$ cat src/rtl/req_sync_arbiter.sv
// Request synchronizer and round-robin arbiter: turns async request edges into
// queued events and issues them one at a time over a start/ack/done handshake.
`timescale 1ns/1ps
module req_sync_arbiter #(
  parameter  int unsigned NUM_REQ        = 4,
  parameter  int unsigned TIMEOUT_CYCLES = 1023,
  localparam int unsigned ID_W           = $clog2(NUM_REQ)
) (
  input  logic               clk,
  input  logic               n_rst,
  input  logic [NUM_REQ-1:0] async_req,
  input  logic               res_ack,
  input  logic               res_done,
  output logic               start,
  output logic [ID_W-1:0]    grant_id,
  output logic               busy,
  output logic [NUM_REQ-1:0] pending,
  output logic [NUM_REQ-1:0] overrun,
  output logic               timeout_err
);

  localparam logic [1:0] S_IDLE  = 2'd0;
  localparam logic [1:0] S_ISSUE = 2'd1;
  localparam logic [1:0] S_BUSY  = 2'd2;

  localparam int unsigned    WD_W    = (TIMEOUT_CYCLES > 0) ? $clog2(TIMEOUT_CYCLES + 1) : 1;
  localparam logic [WD_W-1:0] WD_LAST = (TIMEOUT_CYCLES > 0) ? WD_W'(TIMEOUT_CYCLES - 1) : '0;

  logic [NUM_REQ-1:0] r_s1, r_s2, r_s3;
  logic [NUM_REQ-1:0] r_pending, r_overrun;
  logic [1:0]         r_state;
  logic [ID_W-1:0]    r_grant_id, r_last_id;
  logic               r_start, r_busy, r_timeout;
  logic [WD_W-1:0]    r_wd;

  logic [NUM_REQ-1:0] w_edge, w_clr;
  logic [ID_W-1:0]    w_win;
  logic               w_found, w_grant, w_expire, w_timeout;
  logic [1:0]         w_next;

  assign w_edge = r_s2 & ~r_s3;

  // Search order is last_id+1, last_id+2, ... wrapping, so last_id itself comes last.
  always_comb begin
    int unsigned idx;
    w_found = 1'b0;
    w_win   = r_last_id;
    for (int unsigned k = 1; k <= NUM_REQ; k++) begin
      idx = (32'(r_last_id) + k) % NUM_REQ;
      if (!w_found && r_pending[idx]) begin
        w_found = 1'b1;
        w_win   = ID_W'(idx);
      end
    end
  end

  assign w_grant  = (r_state == S_IDLE) && w_found;
  assign w_expire = (TIMEOUT_CYCLES != 0) && (r_wd == WD_LAST);

  always_comb begin
    w_clr = '0;
    for (int unsigned i = 0; i < NUM_REQ; i++) begin
      w_clr[i] = w_grant && (w_win == ID_W'(i));
    end
  end

  always_comb begin
    w_next    = r_state;
    w_timeout = 1'b0;
    case (r_state)
      S_IDLE:  if (w_grant) w_next = S_ISSUE;
      S_ISSUE: if (res_ack) w_next = res_done ? S_IDLE : S_BUSY;
      S_BUSY: begin
        if (res_done) begin
          w_next = S_IDLE;
        end else if (w_expire) begin
          w_next    = S_IDLE;
          w_timeout = 1'b1;
        end
      end
      default: w_next = S_IDLE;
    endcase
  end

  always_ff @(posedge clk or negedge n_rst) begin
    if (!n_rst) begin
      r_s1       <= '0;
      r_s2       <= '0;
      r_s3       <= '0;
      r_pending  <= '0;
      r_overrun  <= '0;
      r_state    <= S_IDLE;
      r_grant_id <= '0;
      r_last_id  <= ID_W'(NUM_REQ - 1);
      r_start    <= 1'b0;
      r_busy     <= 1'b0;
      r_timeout  <= 1'b0;
      r_wd       <= '0;
    end else begin
      r_s1      <= async_req;
      r_s2      <= r_s1;
      r_s3      <= r_s2;
      // A new edge on the granting cycle re-arms the bit and is not an overrun.
      r_pending <= (r_pending & ~w_clr) | w_edge;
      r_overrun <= w_edge & r_pending & ~w_clr;
      r_state   <= w_next;
      r_start   <= (w_next == S_ISSUE);
      r_busy    <= (w_next != S_IDLE);
      r_timeout <= w_timeout;
      if (w_grant) begin
        r_grant_id <= w_win;
        r_last_id  <= w_win;
      end
      if (r_state != S_BUSY) r_wd <= '0;
      else                   r_wd <= r_wd + 1'b1;
    end
  end

  assign start       = r_start;
  assign busy        = r_busy;
  assign grant_id    = r_grant_id;
  assign pending     = r_pending;
  assign overrun     = r_overrun;
  assign timeout_err = r_timeout;

endmodule

$ cat config.mk
export PLATFORM = sky130hd
export DESIGN_NAME = req_sync_arbiter
export DESIGN_NICKNAME = d
export VERILOG_FILES = /design/src/rtl/req_sync_arbiter.sv
export SDC_FILE = /design/constraint.sdc
export NUM_CORES = 1
export LEC_CHECK = 0
export CAP_MARGIN = 20
export CORE_ASPECT_RATIO = 2
export CORE_UTILIZATION = 50
export CTS_CLUSTER_DIAMETER = 80
export DETAILED_ROUTE_END_ITERATION = 7
export PLACE_DENSITY = 0.76
export SLEW_MARGIN = 20
export SYNTH_ARGS = -nofsm -noshare
export SYNTH_HDL_FRONTEND = slang
export SYNTH_SLANG_ARGS = --single-unit
$ cat constraint.sdc
create_clock -name clk -period 4.2 [get_ports clk]
set_input_delay 1.26 -clock clk [delete_from_list [all_inputs] [get_ports clk]]
set_output_delay 1.26 -clock clk [all_outputs]
set_load 0.1 [all_outputs]
==> out/metrics.yaml <==
worstPathCellList: "clkdlybuf4s50_1"
setup_viol: 0
detail-route-antenna-nets: 0
fp-row-count: 28
netlist_top_cells_count: "sky130_fd_sc_hd__dfrtp_1, sky130_fd_sc_hd__nor2_1, sky130_fd_sc_hd__a21oi_1"
design.die.area_um2: 3420
syn_area_per_cell_um2: 11.9
min_from: "r_s1[3]"
timing.critical_path.slowest_stage_cell: "sky130_fd_sc_hd__clkdlybuf4s50_1"
synthToLayoutAreaGrowth_pct: 21.5
max-vdd-ir-drop_uv: 397
grt_setup_unrepaired: "no"
detailedRoute.firstIterationViolations: 28
finalWirelength_um: 2880
cts_htree_levels: 2
max-clock-path-buffers: 2
yosysWarnings: 0
die_h_um: 81.7
syn-cell-area_um2: 1590
first_global_vias: 1134
fillerInstances: 236
post_synth_inst_count: 133
initial_core_util_pct: 53.3
worstPathRequired_ns: 2.94
combined_area_of_the_multi_input_logic_cells_um2: 592
layout.core_utilization_pct: 64.7
yosys.cell_count.top_type: "sky130_fd_sc_hd__dfrtp_1"
synth_top_area_cell: "sky130_fd_sc_hd__dfrtp_1"
drtPass1Iterations: 4
critical_path.endpoint_type: "output pin"
critPathArrivalTime_ns: 1.95
fin_tns_setup_ns: 0
crit_buf_inv: 1
clock_latency_on_the_worst_skew_pair_ns: 0.28
antenna_found_initial: 0
final.setup_skew_ns: 0.00618
clock_sink_count: 39
timing_worst_slew_pin_value_ns: 0.968
synth_edf_count: 0
fraction_of_post_synthesis_cell_area_in_the_top_cell_type_by_area_pct: 58.4
timing.critical_path.max_delay_family: "buffers and inverters"
routed_wire_length_per_instance_um: 15.2
yosysUniqueCellTypes: 40
die_x_um: 41.8
r2r-start: "r_last_id[0]"
maxCapViolations: 0
clk_root_buffer_cell: "sky130_fd_sc_hd__clkbuf_8"
nNetsFinal: 168
design.core.area_um2: 2980
cts_tree: "yes"
diodes: 0
ff2ff_path_depth: 4
fin_crit_sh_pct: 76.5
path_clk_slew_ns: 0.07
vias: 1108
max_freq_ghz: 0.311
totalPowerFinal_mw: 1.38
fin_crit_ns: 3.21
maxSlewHeadroom_pct: 35.3
synth.ff_latch_count: 39
port_buffers: 20
start_kind: "flip-flop"
whs_endpoint: "r_s2[3]"
global_route.usage.total_pct: 20.2
ios: 21
critical_path.max_fanout: 8
viasPerCell: 5.86
leakage_nw: 0.819
worstHoldPathType: "flip-flop to flip-flop"
cts_resized: 0
asyncSetResetFlopFracSynth_pct: 100
layout-drive-gt1-share_pct: 13.2
syn_nets: 143
hold_path_depth: 0
synth_area_leaders: "sky130_fd_sc_hd__dfrtp_1, sky130_fd_sc_hd__a21oi_1, sky130_fd_sc_hd__nor2_1, sky130_fd_sc_hd__dfstp_2, sky130_fd_sc_hd__xor2_1"
critical_path.max_stage_delay_ns: 1.18
dominantRegCellSynth: "sky130_fd_sc_hd__dfrtp_1"
grt_overflow: 0
grt_first_pass_wirelength_um: 5060
critical_path_class: "flip-flop to output pin"
timing.final.hold_violations: 0
power_per_cell_area_nw_per_um2: 715
grt_max_degree: 40
run_status: "complete, no violations"
report.final.slew_viol_count: 0
whs_ns: 0.350
area.sequential_um2: 978
gp_congestion: 0.878
cts_made_buffers: 5
count_of_hold_buffers_inserted_by_post_cts_repair: 0
worst_r2r_endpoint: "pending[0]"
setup.reg_to_reg.worst_slack_ns: 2.49
cts_setup_buffers: 0
drt_drc: 0
dp_hpwl_um: 2140
synth_seq_area_share_pct: 61.7
-- cell usage in the layout (no fill, tap or decap), drive strengths merged, types with 2 or more instances in the layout --
cell type and instances:
a211oi 2, a21o 3, a21oi 13, and3 2
clkbuf 6, clkdlybuf4s50 19, dfrtp 37, dfstp 2
ha 2, inv 2, mux2 2, nand2 8
nand2b 2, nand3 5, nand4 3, nor2 16
nor2b 4, nor3 3, nor4 2, o21ai 2
or2b 2, xnor2 2, xor2 6
-- cell type report --
type / instances / area share [%]
Sequential cell: 39 / 50.7
Multi-Input combinational cell: 90 / 30.7
Timing Repair Buffer: 20 / 10.1
Clock buffer: 6 / 4.28
Tap cell: 30 / 1.95
Clock inverter: 2 / 1.82
Inverter: 2 / 0.389
-- cell families (layout without fill, tap and decap cells) --
logic type	Yosys count	in the layout	synth area share [%]
xor+xnor	8	8	4.42
fa+ha+maj	2	2	1.58
mux	2	2	1.42
simple gates	52	52	18.7
flops	39	39	61.7
buf+inv	4	30	1.02
compound gates	26	26	11.2
-- flip-flops by register name, indices dropped and copies added, names as in the netlist --
register and cells:
busy 1, overrun 4, r_s3 4, timeout_err 1, r_last_id 2, r_wd 10, grant_id 2, start 1
r_s1 4, pending 4, r_state 2, r_s2 4
-- worst max-delay path by stage --
stage | from | endpoint | slack, ns | cells after the start
after detailed placement | pending[1] | pending[1] | 1.30 | 1
final | pending[1] | pending[1] | 0.99 | 1
after floorplan | pending[1] | pending[1] | 1.94 | 0
after global routing | pending[1] | pending[1] | 0.94 | 1
after CTS | pending[1] | pending[1] | 0.98 | 1
after global placement | pending[1] | pending[1] | 1.33 | 1
-- power by group --
| group | switching, mW | internal [mW] | total (mW) |
|---|---|---|---|
| logic | 0.410 | 0.158 | 0.569 |
| registers | 0.0594 | 0.439 | 0.498 |
| clock network | 0.120 | 0.192 | 0.312 |
| total | 0.590 | 0.789 | 1.38 |
-- per-layer routing --
layer | vias up | GRT usage [%] | wire [um] | part of all wire, %
li1 | 517 | - | - | -
met4 | 0 | 12.6 | 78 | 2.7
met1 | 542 | 20.4 | 1030 | 36
met2 | 40 | 37.5 | 1680 | 58
met3 | 9 | 3.30 | 88 | 3.1
met5 | - | 0 | 0 | 0
-- stage by stage --
step / area [um^2] / std cells / setup WS (ns)
finish: 1930 / 189 / 0.988
global route: 1930 / 189 / 0.939
CTS: 1930 / 189 / 0.976
global placement: 1810 / 181 / 1.33
detailed placement: 1810 / 181 / 1.30
floorplan: 1590 / 133 / 1.94
Power figures use the tool's default switching activity.
